File: config.mk
export PLATFORM = sky130hd
export DESIGN_NAME = element_attribute_collector
export DESIGN_NICKNAME = d
export VERILOG_FILES = /design/src/rtl/element_attribute_collector_pkg.sv /design/src/rtl/element_attribute_collector_edge.sv /design/src/rtl/element_attribute_collector.sv
export SDC_FILE = /design/constraint.sdc
export NUM_CORES = 1
export LEC_CHECK = 0
export BUFFER_PORTS_ARGS = -buffer_cell sky130_fd_sc_hd__buf_2
export CAP_MARGIN = 20
export CELL_PAD_IN_SITES_DETAIL_PLACEMENT = 1
export CELL_PAD_IN_SITES_GLOBAL_PLACEMENT = 1
export CORE_MARGIN = 2
export CORE_UTILIZATION = 37
export CTS_CLUSTER_DIAMETER = 50
export DETAILED_ROUTE_END_ITERATION = 6
export GPL_ROUTABILITY_DRIVEN = 0
export PLACE_DENSITY_LB_ADDON = 0.15
export SYNTH_ARGS = -nofsm -noshare
export SYNTH_HDL_FRONTEND = slang
export SYNTH_HIERARCHICAL = 1
export SYNTH_SLANG_ARGS = --single-unit
File: constraint.sdc
create_clock -name clock -period 2.2 [get_ports clock]
set_input_delay 0.22 -clock clock [delete_from_list [all_inputs] [get_ports clock]]
set_output_delay 0.22 -clock clock [all_outputs]
set_load 0.01 [all_outputs]
File: src/rtl/element_attribute_collector_pkg.sv
// Shared widths, attribute type codes, collector state encodings and
// present-bit indices for the element attribute collector.
package element_attribute_collector_pkg;

  localparam int ATTRIBUTE_TYPE_BITES = 4;
  localparam int ATTRIBUTE_VAL_BITES  = 16;
  localparam int NUM_FIELDS           = 11;
  localparam int PRES_IDX_BITS        = 4;

  typedef logic [ATTRIBUTE_TYPE_BITES-1:0] attr_type_t;
  typedef logic [ATTRIBUTE_VAL_BITES-1:0]  attr_val_t;
  typedef logic [PRES_IDX_BITS-1:0]        pres_idx_t;

  // Attribute type codes produced by attribute_parser; 0 means "no attribute".
  localparam attr_type_t ATT_NONE     = 4'd0;
  localparam attr_type_t ATT_COLOR    = 4'd1;
  localparam attr_type_t ATT_BG       = 4'd2;
  localparam attr_type_t ATT_SIZE     = 4'd3;
  localparam attr_type_t ATT_WIDTH    = 4'd4;
  localparam attr_type_t ATT_HEIGHT   = 4'd5;
  localparam attr_type_t ATT_PADDING  = 4'd6;
  localparam attr_type_t ATT_MARGIN   = 4'd7;
  localparam attr_type_t ATT_BORDER   = 4'd8;
  localparam attr_type_t ATT_POSITION = 4'd9;
  localparam attr_type_t ATT_SRC      = 4'd10;
  localparam attr_type_t ATT_HREF     = 4'd11;

  // Bit positions in out_present (and slot positions in the field record).
  localparam int PRES_COLOR    = 0;
  localparam int PRES_BG       = 1;
  localparam int PRES_SIZE     = 2;
  localparam int PRES_WIDTH    = 3;
  localparam int PRES_HEIGHT   = 4;
  localparam int PRES_PADDING  = 5;
  localparam int PRES_MARGIN   = 6;
  localparam int PRES_BORDER   = 7;
  localparam int PRES_POSITION = 8;
  localparam int PRES_SRC      = 9;
  localparam int PRES_HREF     = 10;

  typedef enum logic [1:0] {
    COL_IDLE    = 2'd0,
    COL_COLLECT = 2'd1,
    COL_PUBLISH = 2'd2
  } col_state_e;

  // True when the type code names one of the record fields.
  function automatic logic att_is_known(input attr_type_t t);
    logic known;
    case (t)
      ATT_COLOR, ATT_BG, ATT_SIZE, ATT_WIDTH, ATT_HEIGHT, ATT_PADDING,
      ATT_MARGIN, ATT_BORDER, ATT_POSITION, ATT_SRC, ATT_HREF: known = 1'b1;
      default:                                                  known = 1'b0;
    endcase
    return known;
  endfunction

  // Map a type code to its record slot; unknown codes map to slot 0 and
  // must be qualified with att_is_known.
  function automatic pres_idx_t att_to_pres(input attr_type_t t);
    pres_idx_t idx;
    case (t)
      ATT_COLOR:    idx = pres_idx_t'(PRES_COLOR);
      ATT_BG:       idx = pres_idx_t'(PRES_BG);
      ATT_SIZE:     idx = pres_idx_t'(PRES_SIZE);
      ATT_WIDTH:    idx = pres_idx_t'(PRES_WIDTH);
      ATT_HEIGHT:   idx = pres_idx_t'(PRES_HEIGHT);
      ATT_PADDING:  idx = pres_idx_t'(PRES_PADDING);
      ATT_MARGIN:   idx = pres_idx_t'(PRES_MARGIN);
      ATT_BORDER:   idx = pres_idx_t'(PRES_BORDER);
      ATT_POSITION: idx = pres_idx_t'(PRES_POSITION);
      ATT_SRC:      idx = pres_idx_t'(PRES_SRC);
      ATT_HREF:     idx = pres_idx_t'(PRES_HREF);
      default:      idx = '0;
    endcase
    return idx;
  endfunction

endpackage

File: src/rtl/element_attribute_collector_edge.sv
// Rising-edge pulse generator. The parser holds its finished level for
// several cycles; only the first cycle of each high phase is an event.
module attr_edge_detect (
  input  logic i_clk,
  input  logic i_rst_n,
  input  logic i_level,
  output logic o_rise
);

  logic r_level_q;

  // Remember last cycle's level so a new high phase can be recognised.
  always_ff @(posedge i_clk or negedge i_rst_n) begin
    if (!i_rst_n) begin
      r_level_q <= 1'b0;
    end else begin
      r_level_q <= i_level;
    end
  end

  assign o_rise = i_level & ~r_level_q;

endmodule

File: src/rtl/element_attribute_collector.sv
// Element attribute collector: gathers parsed attributes of one element
// into a style record seeded with defaults, then offers it downstream
// through a valid/ready handshake when the tag closes.
//
// state       | meaning
// ------------+------------------------------------------------------
// COL_IDLE    | no open element; record from last element held
// COL_COLLECT | element open, attributes written into the record
// COL_PUBLISH | record frozen and valid, waiting for out_ready
module element_attribute_collector
  import element_attribute_collector_pkg::*;
#(
  parameter attr_val_t DEF_COLOR    = '0,
  parameter attr_val_t DEF_BG       = '0,
  parameter attr_val_t DEF_SIZE     = attr_val_t'(12),
  parameter attr_val_t DEF_WIDTH    = '0,
  parameter attr_val_t DEF_HEIGHT   = '0,
  parameter attr_val_t DEF_PADDING  = '0,
  parameter attr_val_t DEF_MARGIN   = '0,
  parameter attr_val_t DEF_BORDER   = '0,
  parameter attr_val_t DEF_POSITION = '0
) (
  input  logic                            clock,
  input  logic                            reset_n,
  input  logic                            elem_start,
  input  logic                            elem_end,
  input  logic                            attr_done,
  input  logic [ATTRIBUTE_TYPE_BITES-1:0] attr_type,
  input  logic [ATTRIBUTE_VAL_BITES-1:0]  attr_value,
  input  logic                            out_ready,
  output logic                            collect_ready,
  output logic                            out_valid,
  output logic [ATTRIBUTE_VAL_BITES-1:0]  out_color,
  output logic [ATTRIBUTE_VAL_BITES-1:0]  out_bg,
  output logic [ATTRIBUTE_VAL_BITES-1:0]  out_size,
  output logic [ATTRIBUTE_VAL_BITES-1:0]  out_width,
  output logic [ATTRIBUTE_VAL_BITES-1:0]  out_height,
  output logic [ATTRIBUTE_VAL_BITES-1:0]  out_padding,
  output logic [ATTRIBUTE_VAL_BITES-1:0]  out_margin,
  output logic [ATTRIBUTE_VAL_BITES-1:0]  out_border,
  output logic [ATTRIBUTE_VAL_BITES-1:0]  out_position,
  output logic [ATTRIBUTE_VAL_BITES-1:0]  out_src,
  output logic [ATTRIBUTE_VAL_BITES-1:0]  out_href,
  output logic [NUM_FIELDS-1:0]           out_present,
  output logic                            out_dup,
  output logic                            out_err
);

  col_state_e                                  r_state;
  logic [NUM_FIELDS-1:0][ATTRIBUTE_VAL_BITES-1:0] r_fields;
  logic [NUM_FIELDS-1:0]                       r_present;
  logic                                        r_dup;
  logic                                        r_err;
  logic                                        r_valid;

  logic [NUM_FIELDS-1:0][ATTRIBUTE_VAL_BITES-1:0] w_defaults;
  logic                                        w_capture;
  logic                                        w_known;
  pres_idx_t                                   w_idx;

  attr_edge_detect u_done_edge (
    .i_clk   (clock),
    .i_rst_n (reset_n),
    .i_level (attr_done),
    .o_rise  (w_capture)
  );

  assign w_defaults[PRES_COLOR]    = DEF_COLOR;
  assign w_defaults[PRES_BG]       = DEF_BG;
  assign w_defaults[PRES_SIZE]     = DEF_SIZE;
  assign w_defaults[PRES_WIDTH]    = DEF_WIDTH;
  assign w_defaults[PRES_HEIGHT]   = DEF_HEIGHT;
  assign w_defaults[PRES_PADDING]  = DEF_PADDING;
  assign w_defaults[PRES_MARGIN]   = DEF_MARGIN;
  assign w_defaults[PRES_BORDER]   = DEF_BORDER;
  assign w_defaults[PRES_POSITION] = DEF_POSITION;
  assign w_defaults[PRES_SRC]      = '0;
  assign w_defaults[PRES_HREF]     = '0;

  assign w_known = att_is_known(attr_type);
  assign w_idx   = att_to_pres(attr_type);

  // Collector FSM: record fields, present/dup/err flags and out_valid all
  // live here. In COLLECT a same-cycle elem_start clears first, and the
  // later field write overrides the cleared slot, so a simultaneous capture
  // lands in the fresh record.
  always_ff @(posedge clock or negedge reset_n) begin
    if (!reset_n) begin
      r_state   <= COL_IDLE;
      r_fields  <= w_defaults;
      r_present <= '0;
      r_dup     <= 1'b0;
      r_err     <= 1'b0;
      r_valid   <= 1'b0;
    end else begin
      case (r_state)
        COL_IDLE: begin
          if (elem_start) begin
            r_fields  <= w_defaults;
            r_present <= '0;
            r_dup     <= 1'b0;
            r_state   <= COL_COLLECT;
          end
        end

        COL_COLLECT: begin
          if (elem_start) begin
            r_fields  <= w_defaults;
            r_present <= '0;
            r_dup     <= 1'b0;
          end
          if (w_capture) begin
            if (w_known) begin
              r_fields[w_idx]  <= attr_value;
              r_present[w_idx] <= 1'b1;
              if (r_present[w_idx] && !elem_start) begin
                r_dup <= 1'b1;
              end
            end else begin
              r_err <= 1'b1;
            end
          end
          if (elem_end && !elem_start) begin
            r_state <= COL_PUBLISH;
            r_valid <= 1'b1;
          end
        end

        COL_PUBLISH: begin
          if (elem_start || elem_end || w_capture) begin
            r_err <= 1'b1;
          end
          if (out_ready) begin
            r_state <= COL_IDLE;
            r_valid <= 1'b0;
          end
        end

        default: begin
          r_state <= COL_IDLE;
          r_valid <= 1'b0;
        end
      endcase
    end
  end

  assign collect_ready = (r_state != COL_PUBLISH);
  assign out_valid     = r_valid;
  assign out_present   = r_present;
  assign out_dup       = r_dup;
  assign out_err       = r_err;

  assign out_color    = r_fields[PRES_COLOR];
  assign out_bg       = r_fields[PRES_BG];
  assign out_size     = r_fields[PRES_SIZE];
  assign out_width    = r_fields[PRES_WIDTH];
  assign out_height   = r_fields[PRES_HEIGHT];
  assign out_padding  = r_fields[PRES_PADDING];
  assign out_margin   = r_fields[PRES_MARGIN];
  assign out_border   = r_fields[PRES_BORDER];
  assign out_position = r_fields[PRES_POSITION];
  assign out_src      = r_fields[PRES_SRC];
  assign out_href     = r_fields[PRES_HREF];

endmodule

# Yosys cells after proc, flatten, opt, wreduce, memory -nomap -nowiden
# Memories as Yosys holds them, arrays and structs flattened.
# Cells that the tools add are included.
[word_totals]
inputBits = 26
regBits = 193
mem_bits_ro = 80
memories = 2
[memory_table]
columns = ["memory", "words", "width", "read_ports", "rd_clocked_by_memory_dff", "write_ports", "line_no", "source"]
rows = [
  ["(name not given)", 16, 4, 1, 0, 0, "element_attribute_collector_pkg.sv:62", "case (t)"],
  ["(name not given)", 16, 1, 1, 0, 0, "element_attribute_collector_pkg.sv:50", "case (t)"],
]
[op_classes]
n_reduce_logical = 12
mux = 33
n_bitwise = 4
n_eq_ne = 9
magnitude_cmp = 2
[ops]
columns = ["operator", "n"]
rows = [
  ["2-to-1 mux 176 bit", 4],
  ["one-hot mux 176 bit (2 select lines)", 1],
  ["bitwise mux 176 bit", 1],
  ["demux 16 bit (select 4 bit)", 1],
  ["2-to-1 mux 11 bit", 4],
  ["one-hot mux 11 bit (2 select lines)", 1],
  ["2-to-1 mux 16 bit", 1],
  ["!= test 2 bit (second input constant)", 7],
  ["2-to-1 mux 1 bit", 11],
  ["OR 11 bit", 1],
  ["2-to-1 mux 2 bit", 3],
  ["one-hot mux 2 bit (3 select lines)", 1],
  ["AND reduction 3 bit", 2],
  ["less-than comparator 4 x 5 -> 1 bit (second input constant)", 1],
  ["binary-select mux 1 bit (select 4 bit)", 1],
  ["demux 1 bit (select 4 bit)", 1],
  ["greater-or-equal comparator 4 x 1 -> 1 bit (second input constant)", 1],
  ["one-hot mux 1 bit (2 select lines)", 2],
  ["AND reduction 4 bit", 1],
  ["nonzero test 2 bit", 2],
  ["logical AND 1 bit", 3],
  ["one-hot mux 1 bit (3 select lines)", 1],
  ["equality test 2 x 1 -> 1 bit (second input constant)", 1],
  ["equality test 2 bit (second input constant)", 1],
  ["5 further kinds", 7],
]

# Longest topological paths before layout
# An unclocked memory read counts as a cell.
[depth]
word_depth = 9
depth_mapped = 10

# By module
# The synthesis kept the hierarchy.
[modules_own_cells]
columns = ["module", "area_each_um2", "cells_each", "n_inst"]
rows = [
  ["element_attribute_collector", 8355.5, 776, 1],
  ["attr_edge_detect", 38.8, 2, 1],
]

# Worst setup path after synthesis
# Ideal clock, no wire load.
[synth_path]
path_kind = "input to register"
start = "input port attr_type[0]"
end = "register r_fields, in the netlist out_border[5]"
slack_ns = -0.216
path_stages = 10
path_buffers = 3
t_arrival_ns = 2.295
t_required_ns = 2.079
setup_ns = 0.121
cell_sequence = "clkbuf_1 inv_1 ha_1 clkbuf_1 o31ai_1 o31a_1 nand3_1 a21o_1 buf_2 a22o_1"
[synth_between]
elab_chain_cells = 9
word_cells_on_any_way = 11
[synth_rtl]
columns = ["element", "line_no", "source"]
rows = [
  ["start, declared", "element_attribute_collector.sv:28", "input logic [ATTRIBUTE_TYPE_BITES-1:0] attr_type,"],
  ["memory read (16 x 4 bit)", "--", ""],
  ["less-than comparator 4 x 5 -> 1 bit (not written as such) or greater-or-equal comparator 4 x 1 -> 1 bit (tied branches)", "element_attribute_collector.sv:114", "r_fields[w_idx] <= attr_value;"],
  ["logical AND 1 bit (not written as such)", "element_attribute_collector.sv:114", ""],
  ["2-to-1 mux 16 bit (not written as such)", "element_attribute_collector.sv:114", ""],
  ["demux 16 bit (select 4 bit)", "element_attribute_collector.sv:114", ""],
  ["bitwise mux 176 bit", "element_attribute_collector.sv:114", ""],
  ["2-to-1 mux 176 bit *", "element_attribute_collector.sv:113", "if (w_known) begin"],
  ["2-to-1 mux 176 bit *", "element_attribute_collector.sv:112", "if (w_capture) begin"],
  ["one-hot mux 176 bit (2 select lines) *", "element_attribute_collector.sv:96", "case (r_state)"],
  ["end signal, assigned", "element_attribute_collector.sv:99", "r_fields <= w_defaults;"],
  ["end signal, assigned", "element_attribute_collector.sv:108", "r_fields <= w_defaults;"],
  ["end signal, assigned by index", "element_attribute_collector.sv:114", ""],
  ["end, declared", "element_attribute_collector.sv:50", "logic [NUM_FIELDS-1:0][ATTRIBUTE_VAL_BITES-1:0] r_fields;"],
]
# Mark *: on every way between the ends. The rest lies on a longest branch, timed or not.
# A chain may end at the register's enable or synchronous reset.

# Final worst setup path
[layout_path]
start = "input port attr_done"
end = "register r_fields, in the netlist out_margin[14]"
[layout_between]
elab_chain_cells = 3
[layout_rtl]
columns = ["element", "line_no", "source"]
rows = [
  ["start, declared", "element_attribute_collector.sv:27", "input logic attr_done,"],
  ["bitwise AND 1 bit", "element_attribute_collector_edge.sv:21", "assign o_rise = i_level & ~r_level_q;"],
  ["via w_capture", "element_attribute_collector.sv:57", "logic w_capture;"],
  ["2-to-1 mux 176 bit", "element_attribute_collector.sv:112", ""],
  ["one-hot mux 176 bit (2 select lines)", "element_attribute_collector.sv:96", ""],
]
# The timed path passes the listed nets, and every way through them passes these cells.

==> impl_results.md <==
* Pins Over Slew Limit at 0
* Total global-route track usage at 26.3%
* Critical Path RT at 2.52 ns
* Via Count at 7366
* Final Total Pwr at 7.80 mW
* Synth top area cells: dfrtp_1 (57%), a22o_1 (11%), nand2_1 (4.6%), o21ai_0 (4.5%), a21oi_1 (2.6%)
* Gr ovfl total at 0
* Netlist Area Pre-Place at 0.00839 mm^2
* Final Cell Area at 0.0108 mm^2
* Vias in the first global route at 7640
* Final setup viols at 0
* Register area at 0.00483 mm^2
* DIE AREA at 0.0239 mm^2
* Post-synth top area share at 56.9%
* Post-detailed-placement half-perimeter wirelength at 21100 um
* Fmax at 0.470 GHz
* Die width at 155 um
* Routed wire per std cell at 23.5 um
* Starting DRT DRC Count at 440
* Worst EP arrival at 2.45 ns
* Most frequent cells in the layout: buf_2 (215), dfrtp_1 (191), nand2_1 (102), a22o_1 (101), o21ai_0 (75)
* Number of synthesized flops with an enable pin at 0
* Nets at 1050
* Area of the multi-input gates at 0.00324 mm^2
* Pleak at 5.65 nW
* Fin. Hold Viols at 0
* Core area at 0.0224 mm^2
* Synthesis-to-layout area growth at 28.8%
* Via density per instance at 5.59
* First-pass GRT wire length at 47400 um
* Reg2Reg Capture Point: out_margin[14]$_DFFE_PN0P_
* Overall routed net length at 30900 um
* DRT antenna net count at 0
* RR Startpoint: u_done_edge/r_level_q$_DFF_PN0_
* Hold wc startpoint: out_ready
* CTS Buf Count at 17
* Mean Syn Cell Area at 10.8 um^2
* Clock Sinks at 193
* Fin Setup TNS at 0 ns
* First-pass iteration count of the detailed router at 4
* Crit start category: primary input
* Status: finished clean
* Area after DPL at 0.0102 mm^2
* Async set-reset flop share out of synthesis at 100%
* Period utilisation layout at 96.7%
* Slew @ Worst Pin at 0.722 ns
* Yosys cell types at 64
* WHS Path Cells at 2
* R2r setup slk at 0.10 ns
* CP endpoint kind: flop
* Sequential area share after synthesis at 57.6%
* Post-Route Utilization at 48.2%
* Worst-skew pair later-pin latency at 0.44 ns
* Syn_nets at 808
* Maximum VDD drop at 0.406 mV
* R2R cell count at 9
* Number of remaining DRC errors at 0
* Top FF cell, synth: dfrtp_1
* Pre-CTS setup slack at -0.0553 ns
* Most common cell after layout, fill and taps aside: buf_2
* Initial Util at 37.4%
* Number of instances in the placed design at 1284
* Max Cap Viol at 0
* Initial antenna violation count at 0
* # IOs at 217
* Slew margin rel. at 51.9%
* Final setup margin at 0.0716 ns
* Hold WS at 0.0180 ns
* Row count at 55
* CTS tree: built
* Crit-path max FO at 9
* Fillcell total at 2510
* Chip Height at 155 um
* Minimum clock period at 2.13 ns
* Share of layout cells above drive strength 1 at 34.0%
* # H-tree levels at 4
* Cells after Synth at 778
* CTS clk-pin slew, worst paths at 0.07 ns
* Port Buffers at 216
* Synth Warn # at 6
* RSZ-0062 raised after global routing: no
* Flops & latches, synth at 193
* Worst Skew at 0.00992 ns
* Root Buffer: clkbuf_16
* Final Non-Filler Cells at 1318
* Ant. Diodes at 0
* Pin count of the biggest net entering global routing at 59
* Clk buf depth at 2
* Hold Path Class: primary input to flop
* Power Dens Cells at 722 mW/mm^2
* Hold Path End: r_state[1]$_DFFE_PN0P_
* Crit Path Class: primary input to flop
* Synth area leader: dfrtp_1
==> flip-flops by register name, summed over array words and instances (netlist names), 2 cells and up <==
| register | flops |
|---|---|
| out_bg | 16 |
| out_border | 16 |
| out_color | 16 |
| out_height | 16 |
| out_href | 16 |
| out_margin | 16 |
| out_padding | 16 |
| out_position | 16 |
| out_present | 11 |
| out_size | 16 |
| out_src | 16 |
| out_width | 16 |
| r_state | 2 |
==> routing by layer <==
metal,wire (um),share of wire (%),track usage (%)
met4,638,2.1,7.50
met2,14600,47,42.0
met5,0,0,0
met3,1620,5.2,5.60
met1,14100,46,36.3
==> Yosys cell counts (all sizes together), types with 3 or more instances <==
cell	number
nand2b	9
a211oi	4
inv	10
and2	10
and3b	3
buf	29
o21ai	86
a22o	101
or3b	3
a22oi	9
nor2	41
a21o	14
a32o	4
nor3	12
nand3	5
clkbuf	37
dfrtp	191
ha	4
nand2	102
and3	3
nor2b	4
a21oi	47
nand3b	4
a31oi	4
o31ai	3
o22ai	8
==> final cells by class <==
| class | instances | share of cell area, % |
|---|---|---|
| well taps | 285 | 3.30 |
| repair buffers | 289 | 16.0 |
| clock inverters | 13 | 1.59 |
| multi-input cells | 509 | 30.0 |
| inverters | 10 | 0.347 |
| flip-flops and latches | 193 | 44.7 |
| clock buffers | 19 | 4.01 |
==> repair_timing <==
action,4_1_cts,5_1_grt
setup buffers,0,0
endpoints found under the setup margin,0,22
endpoints found under the hold margin,51,0
gates resized for setup,0,4
hold buffers,2,0
==> how the worst max path moves through the flow <==
stage | from | end | cells after the start | slack [ns]
after floorplan | attr_type[0] | out_bg[4]$_DFFE_PN0P_ | 10 | 0.02
after global placement | attr_type[0] | out_border[3]$_DFFE_PN0P_ | 10 | -0.04
after detailed placement | attr_type[0] | out_border[6]$_DFFE_PN0P_ | 10 | -0.06
after CTS | attr_done | out_height[6]$_DFFE_PN0P_ | 11 | 0.04
after global routing | attr_done | out_position[4]$_DFFE_PN0P_ | 10 | 0.004
final | attr_done | out_margin[14]$_DFFE_PN0P_ | 11 | 0.07
==> report_power, final <==
| group | leakage [nW] | internal (mW) | switching, mW | total (mW) |
|---|---|---|---|---|
| combinational | 2.69 | 0.288 | 0.610 | 0.898 |
| clock | 0.292 | 1.73 | 1.52 | 3.24 |
| sequential | 2.67 | 3.61 | 0.0531 | 3.67 |
| total | 5.65 | 5.63 | 2.18 | 7.80 |
==> cell families after synthesis <==
kind of cell / synth area share (%)
adders and majority gates: 0.596
AOI/OAI and AO/OA: 25.7
muxes: 0.388
and+or+nand+nor: 11.5
DFF: 57.6
buffers and inverters: 4.28
==> worst max-delay path, stage by stage <==
cell and delay, ns:
dlygate4sd3_1 0.52, buf_2 0.11, nor2b_4 0.18, buf_4 0.20, and3b_1 0.23, o21ai_1 0.16, buf_4 0.20, a21oi_2 0.18
o21ai_0 0.10, buf_4 0.17, a22o_1 0.17
No activity file was read; power rests on OpenSTA's default activity.
